### config.mk
export PLATFORM = sky130hd
export DESIGN_NAME = spi_adc128s
export DESIGN_NICKNAME = d
export VERILOG_FILES = /design/src/rtl/adc128s_pkg.sv /design/src/rtl/spi_sync_edge.sv /design/src/rtl/spi_adc128s.sv
export SDC_FILE = /design/constraint.sdc
export NUM_CORES = 1
export LEC_CHECK = 0
export CORE_ASPECT_RATIO = 1.1
export CORE_MARGIN = 4
export CORE_UTILIZATION = 55
export CTS_CLUSTER_SIZE = 16
export DETAILED_ROUTE_END_ITERATION = 8
export HOLD_SLACK_MARGIN = 0.05
export PLACE_DENSITY_LB_ADDON = 0.3
export SLEW_MARGIN = 40
export SYNTH_ARGS = -nofsm -noshare
export SYNTH_HDL_FRONTEND = slang
export SYNTH_HIERARCHICAL = 1
export SYNTH_SLANG_ARGS = --single-unit
### constraint.sdc
create_clock -name clk -period 3.36 [get_ports clk]
set_input_delay 0.336 -clock clk [delete_from_list [all_inputs] [get_ports clk]]
set_output_delay 0.336 -clock clk [all_outputs]
set_load 0.02 [all_outputs]
### src/rtl/adc128s_pkg.sv
// Shared types and constants for the ADC128S SPI front end.
package adc128s_pkg;

  localparam int FRAME_W = 16;
  localparam int CNT_W   = $clog2(FRAME_W + 1);

  localparam logic [CNT_W-1:0] CNT_FULL = CNT_W'(FRAME_W);

  typedef enum logic {
    IDLE  = 1'b0,
    SHIFT = 1'b1
  } spi_state_t;

endpackage

### src/rtl/spi_sync_edge.sv
// Two-flop synchronizer plus history flop; yields the synchronized level
// and single-cycle rise/fall pulses for one asynchronous input pin.
module spi_sync_edge #(
  parameter logic RST_VAL = 1'b0
) (
  input  logic clk,
  input  logic rst_n,
  input  logic pin_i,
  output logic level_o,
  output logic rise_o,
  output logic fall_o
);

  logic ff1_q;
  logic ff2_q;
  logic hist_q;

  always_ff @(posedge clk or negedge rst_n) begin
    if (!rst_n) begin
      ff1_q  <= RST_VAL;
      ff2_q  <= RST_VAL;
      hist_q <= RST_VAL;
    end else begin
      ff1_q  <= pin_i;
      ff2_q  <= ff1_q;
      hist_q <= ff2_q;
    end
  end

  assign level_o = ff2_q;
  assign rise_o  = ff2_q & ~hist_q;
  assign fall_o  = ~ff2_q & hist_q;

endmodule

### src/rtl/spi_adc128s.sv
// SPI mode-3 slave for the ADC128S model: 16-bit command in, A2D word out.
// Define SPI_ADC128S_TRISTATE_EN to float MISO while the slave is idle.
module spi_adc128s
  import adc128s_pkg::*;
(
  input  logic               clk,
  input  logic               rst_n,
  input  logic               SS_n,
  input  logic               SCLK,
  input  logic               MOSI,
  input  logic [FRAME_W-1:0] A2D_data,
  output logic               MISO,
  output logic [FRAME_W-1:0] cmd,
  output logic               rdy
);

  logic ss_lvl, ss_rise, ss_fall;
  logic sclk_lvl, sclk_rise, sclk_fall;
  logic mosi_lvl, mosi_rise, mosi_fall;

  spi_sync_edge #(.RST_VAL(1'b1)) u_sync_ss (
    .clk    (clk),
    .rst_n  (rst_n),
    .pin_i  (SS_n),
    .level_o(ss_lvl),
    .rise_o (ss_rise),
    .fall_o (ss_fall)
  );

  spi_sync_edge #(.RST_VAL(1'b1)) u_sync_sclk (
    .clk    (clk),
    .rst_n  (rst_n),
    .pin_i  (SCLK),
    .level_o(sclk_lvl),
    .rise_o (sclk_rise),
    .fall_o (sclk_fall)
  );

  spi_sync_edge #(.RST_VAL(1'b0)) u_sync_mosi (
    .clk    (clk),
    .rst_n  (rst_n),
    .pin_i  (MOSI),
    .level_o(mosi_lvl),
    .rise_o (mosi_rise),
    .fall_o (mosi_fall)
  );

  // Only the SS/SCLK edges and the MOSI level drive the datapath.
  logic unused_sync;
  assign unused_sync = ^{ss_lvl, sclk_lvl, mosi_rise, mosi_fall};

  spi_state_t         state_q, state_d;
  logic [FRAME_W-1:0] tx_q, tx_d;
  logic [FRAME_W-1:0] rx_q, rx_d;
  logic [CNT_W-1:0]   cnt_q, cnt_d;
  logic [FRAME_W-1:0] cmd_q, cmd_d;
  logic               rdy_q, rdy_d;

  always_ff @(posedge clk or negedge rst_n) begin
    if (!rst_n) begin
      state_q <= IDLE;
      tx_q    <= '0;
      rx_q    <= '0;
      cnt_q   <= '0;
      cmd_q   <= '0;
      rdy_q   <= 1'b0;
    end else begin
      state_q <= state_d;
      tx_q    <= tx_d;
      rx_q    <= rx_d;
      cnt_q   <= cnt_d;
      cmd_q   <= cmd_d;
      rdy_q   <= rdy_d;
    end
  end

  always_comb begin
    state_d = state_q;
    tx_d    = tx_q;
    rx_d    = rx_q;
    cnt_d   = cnt_q;
    cmd_d   = cmd_q;
    rdy_d   = rdy_q;
    unique case (state_q)
      IDLE: begin
        if (ss_fall) begin
          state_d = SHIFT;
          tx_d    = A2D_data;
          cnt_d   = '0;
          rdy_d   = 1'b0;
        end
      end
      SHIFT: begin
        // SS_n rise takes priority; any SCLK edge in the same cycle is dropped.
        if (ss_rise) begin
          state_d = IDLE;
          if (cnt_q == CNT_FULL) begin
            cmd_d = rx_q;
            rdy_d = 1'b1;
          end
        end else if (sclk_rise) begin
          if (cnt_q != CNT_FULL) begin
            rx_d  = {rx_q[FRAME_W-2:0], mosi_lvl};
            cnt_d = cnt_q + 1'b1;
          end
        end else if (sclk_fall) begin
          // The leading fall keeps bit 15 up for the first rise; trailing falls are surplus.
          if (cnt_q != '0 && cnt_q != CNT_FULL) begin
            tx_d = {tx_q[FRAME_W-2:0], 1'b0};
          end
        end
      end
      default: state_d = IDLE;
    endcase
  end

`ifdef SPI_ADC128S_TRISTATE_EN
  assign MISO = (state_q == SHIFT) ? tx_q[FRAME_W-1] : 1'bz;
`else
  assign MISO = (state_q == SHIFT) ? tx_q[FRAME_W-1] : 1'b0;
`endif

  assign cmd = cmd_q;
  assign rdy = rdy_q;

endmodule

=== Word level (Yosys, flattened, before mapping) ===
Cells that the tools add are included.

* $add $sub $neg: 1
* Eq/ne operators: 11
* Reduce and logical (&&, ||, !) cells: 7
* Muxes and demuxes: 19
* Bitwise operators: 10

{| class="wikitable"
|+ Operators with widths
! operator !! number
|-
| two-way mux 16 bit || 5
|-
| one-hot mux 16 bit (2 select lines) || 1
|-
| two-way mux 5 bit || 4
|-
| inequality test 2 bit, second input constant || 6
|-
| one-hot mux 5 bit (2 select lines) || 1
|-
| AND reduction 4 bit || 2
|-
| two-way mux 1 bit || 6
|-
| inequality test 2 x 1 -> 1 bit, second input constant || 3
|-
| NOT 1 bit || 6
|-
| AND reduction 3 bit || 2
|-
| adder 5 x 1 -> 5 bit, second input constant || 1
|-
| equality test 5 bit, second input constant || 1
|-
| inequality test 5 bit, second input constant || 1
|-
| AND reduction 5 bit || 1
|-
| nonzero test 5 bit || 1
|-
| AND 1 bit || 4
|-
| one-hot mux 1 bit (2 select lines) || 2
|-
| logical AND 1 bit || 1
|}

* Input bits: 21
* Word-level logic and storage cells: 62
* Register bits after elaboration: 63

=== Longest topological paths before layout ===
* Depth after elaboration: 7
* Mapped depth: 7

=== Modules after synthesis ===
The synthesis kept the hierarchy.

{| class="wikitable"
|+ Modules (own cells, without submodules)
! module !! area each (um^2) !! instances !! cells an instance
|-
| spi_adc128s || 2,414.8 || 1 || 157
|-
| spi_sync_edge at u_sync_sclk ... || 93.8 || 2 || 5
|-
| spi_sync_edge at u_sync_mosi || 90.1 || 1 || 5
|}

=== Worst setup path after synthesis ===
OpenSTA, ideal clock, no wires.

* Path type: register to register
* From: register u_sync_ss.ff2_q, in the netlist u_sync_ss/level_o
* To: register tx_q[15]
* Arrival: 1.705 ns
* Period minus slack after synthesis: 1.830 ns
* Setup time: 0.125 ns
* Data required time: 3.235 ns
* Slack: 1.530 ns
* Cell stages (with the launch flop): 6
* Cells stage by stage: dfstp_2 > nor2b_1 > and4bb_2 > a21boi_4 > buf_8 > mux2_4

* Elaborated cells between the ends (all ways): 6
* Classes of those cells: 2 x eq/ne; 3 x bitwise; 1 x reduce/logical

{| class="wikitable"
|+ RTL lines
! item !! RTL line !! source
|-
| from (decl) || spi_sync_edge.sv:15 || <nowiki>logic ff2_q;</nowiki>
|-
| from (signal assigned) || spi_sync_edge.sv:25 || <nowiki>ff2_q <= ff1_q;</nowiki>
|-
| AND 1 bit || spi_sync_edge.sv:31 || <nowiki>assign rise_o = ff2_q & ~hist_q;</nowiki>
|-
| net ss_rise || spi_adc128s.sv:17 || <nowiki>logic ss_lvl, ss_rise, ss_fall;</nowiki>
|-
| inequality test 2 bit (no line) || - ||
|-
| AND reduction 5 bit (no line) || - ||
|-
| to (signal assigned) || spi_adc128s.sv:69 || <nowiki>tx_q <= tx_d;</nowiki>
|-
| to (decl) || spi_adc128s.sv:53 || <nowiki>logic [FRAME_W-1:0] tx_q, tx_d;</nowiki>
|}

The timed path passes the listed nets, and every way through them passes these cells.
A chain may end at the register's enable or synchronous reset.

=== Worst setup path after layout ===
* From: register state_q
* To: register tx_q[12]

* Cells in the longest elaborated chain, start to end: 3
* Elaborated cells between the ends (all ways): 8
* Classes of those cells: 5 x eq/ne; 1 x mux; 1 x bitwise; 1 x reduce/logical

{| class="wikitable"
|+ Ends and longest elaborated chain
! item !! RTL line !! source
|-
| from (decl) || spi_adc128s.sv:52 || <nowiki>spi_state_t state_q, state_d;</nowiki>
|-
| from (signal assigned) || spi_adc128s.sv:68 || <nowiki>state_q <= state_d;</nowiki>
|-
| NOT 1 bit || - ||
|-
| inequality test 2 bit (no line) || - ||
|-
| AND reduction 5 bit (no line) || - ||
|}

Several ways; a longest one is shown, not always the timed one.

==> run_results.csv <==
group,metric,value,unit
synth,synth_fp_nets,192,
layout,nets,236,
worst_setup_path,crit_end,"tx_q[12]",
job,cap_violations,0,
sta,post-route-period-util,70.5,%
grt,grt_pass1_vias,1610,
layout,drive_above_1_share,41.3,%
routing,via_per_inst,5.42,
routing,detail_route.wirelength,4360,um
placed_design,dpl_cell_area,3050,um2
cts,root_buffer,"clkbuf_8",
worst_setup_path,critPathLaunchType,"flop",
floorplan,dieHeight,80.8,um
worst_hold_path,worstHoldStart,"u_sync_mosi/ff1_q",
worst_setup_path,critPathRequiredTime,3.56,ns
routing,drc,0,
sta,rsz0062_at_grt,"false",
pwr,p_leak,1.54,nW
routing,drtAntennaViolNets,0,
floorplan,fp.dieW,74.2,um
cts,clk_pin_slew_worst_paths,0.06,ns
placed_design,gp_congestion,0.719,
sta,hold_viol_final,0,
pwr,power_density,646,nW/um2
layout,area_delta_synth_final,22.7,%
worst_setup_path,rr_worst_depth,3,
placed_design,dp_hpwl,2880,um
synth,netlist_area,2650,um2
cts,postCtsSetupBuffers,0,
layout,stdcell_area,3260,um2
layout,utilization,70.0,%
sta,period_minus_slack,2.37,ns
grt,overflow,0,
routing,via_count,1484,
worst_setup_path,r2r_slack,0.99,ns
floorplan,dieArea,6000,um2
worst_setup_path,r2r-end,"tx_q[12]",
worst_hold_path,hold_path.class,"flop to flop",
cts,clockBufferDepth,2,
cts,clock-sinks,63,
cts,postCtsHoldBufs,1,
floorplan,start_util,57.0,%
grt,antenna_found_initial,0,
sta,setup_viol,0,
grt,grt_max_degree,44,
floorplan,ios,39,
layout,n_fill_cell,300,
worst_setup_path,r2r_start,"state_q",
synth,syn_inst,169,
sta,max-slew-margin-rel,46.6,%
synth,yosys_warnings,6,
sta,drv_slew,0,
layout,diodes,0,
sta,skew,0.00873,ns
worst_setup_path,critPathLaunch,"state_q",
worst_setup_path,critPathArrivalTime,2.57,ns
cts,cts_resized,0,
run_status,status,"finished clean",
cts,cts_tree,"built",
worst_setup_path,crit_path_end_kind,"flop",
sta,final.setup.tns,0,ns
cts,cts_buffers,9,
routing,wl_per_cell,15.9,um
worst_setup_path,critPathKind,"flop to flop",
cts,clock_latency,0.33,ns
grt,grt_pass1_wl,7330,um
routing,drtPass1Iterations,4,
sta,max_clock_freq,422,MHz
floorplan,rows,26,
cts,htree_levels,3,
grt,grt_use_total,16.5,%
routing,drtIter0Drc,64,
synth,syn_area_per_cell,15.7,um2
placed_design,portBuffers,38,
floorplan,core,4650,um2
sta,tightestPinTransition,0.801,ns
pwr,vdd_drop_max,0.422,mV
worst_setup_path,crit_fanout,23,
worst max-delay path, cell delays in order (launching register included):
cell and delay [ns]:
dfrtp_1 0.86, nand2b_1 0.36, a21boi_4 0.61, mux2_2 0.41
placed cells by master, fill, tap and decap left out:
| cell type | instances |
|---|---|
| nor2b_1 | 3 |
| bufinv_16 | 1 |
| and2_1 | 1 |
| clkbuf_8 | 10 |
| mux2_4 | 9 |
| a21o_1 | 2 |
| clkbuf_1 | 2 |
| or3b_1 | 1 |
| and2b_2 | 2 |
| dfrtp_1 | 57 |
| buf_4 | 2 |
| a21boi_4 | 1 |
| dfstp_2 | 6 |
| nand3_1 | 2 |
| clkinv_2 | 3 |
| nor2_4 | 1 |
| and3_2 | 1 |
| nand2b_1 | 1 |
| mux2_2 | 53 |
| nand2_1 | 6 |
| nor3b_1 | 1 |
| and4bb_2 | 1 |
| nand4bb_1 | 1 |
| o21a_1 | 1 |
| and4b_1 | 1 |
| nand4_1 | 1 |
| inv_1 | 3 |
| dlygate4sd3_1 | 1 |
| mux2i_1 | 5 |
| ha_1 | 2 |
| clkdlybuf4s50_1 | 37 |
flip-flops by register name (all words and copies together), names as in the netlist, 5 cells and up:
name and count:
tx_q 16, rx_q 16, cnt_q 5, cmd 16
final cells by class:
type	count	area (um2)	share of cell area, %
inverter	3	11.3	0.346
clock inverter	4	45.0	1.38
clock buffer	12	145	4.46
tap	56	70.1	2.15
multi-input combinational	96	1000	30.9
sequential	63	1580	48.7
timing repair buffer	40	395	12.1
worst min path at each step:
stage / to / cells after the start
CTS: u_sync_mosi/level_o / 0
global route: u_sync_sclk/level_o / 0
floorplan: cmd[0] / 0
finish: u_sync_mosi/level_o / 0
detailed placement: u_sync_mosi/level_o / 0
global placement: u_sync_mosi/level_o / 0
metrics by stage:
step / worst slack [ns] / hold slack, ns / instances / total power [mW]
floorplan: 1.53 / 0.0404 / 169 / 1.37
global placement: 1.04 / 0.336 / 257 / 1.46
detailed placement: 0.945 / 0.341 / 257 / 1.49
CTS: 0.930 / 0.355 / 274 / 2.12
global route: 0.826 / 0.361 / 274 / 2.21
finish: 0.992 / 0.352 / 274 / 2.10
power by group:
part / total, mW / switching [mW] / leakage, nW / internal [mW]
logic: 0.431 / 0.141 / 0.634 / 0.290
clock network: 0.628 / 0.269 / 0.100 / 0.360
registers: 1.04 / 0.118 / 0.805 / 0.926
per-layer routing:
metal  routed length (um)  vias to the layer above  GRT usage (%)
li1                     -                      680              -
met1                 1970                      757           20.2
met2                 2080                       37           26.3
met3                  239                       10           4.46
met4                   76                        0           9.43
met5                    0                        -              0
(Power assumes the default switching activity.)
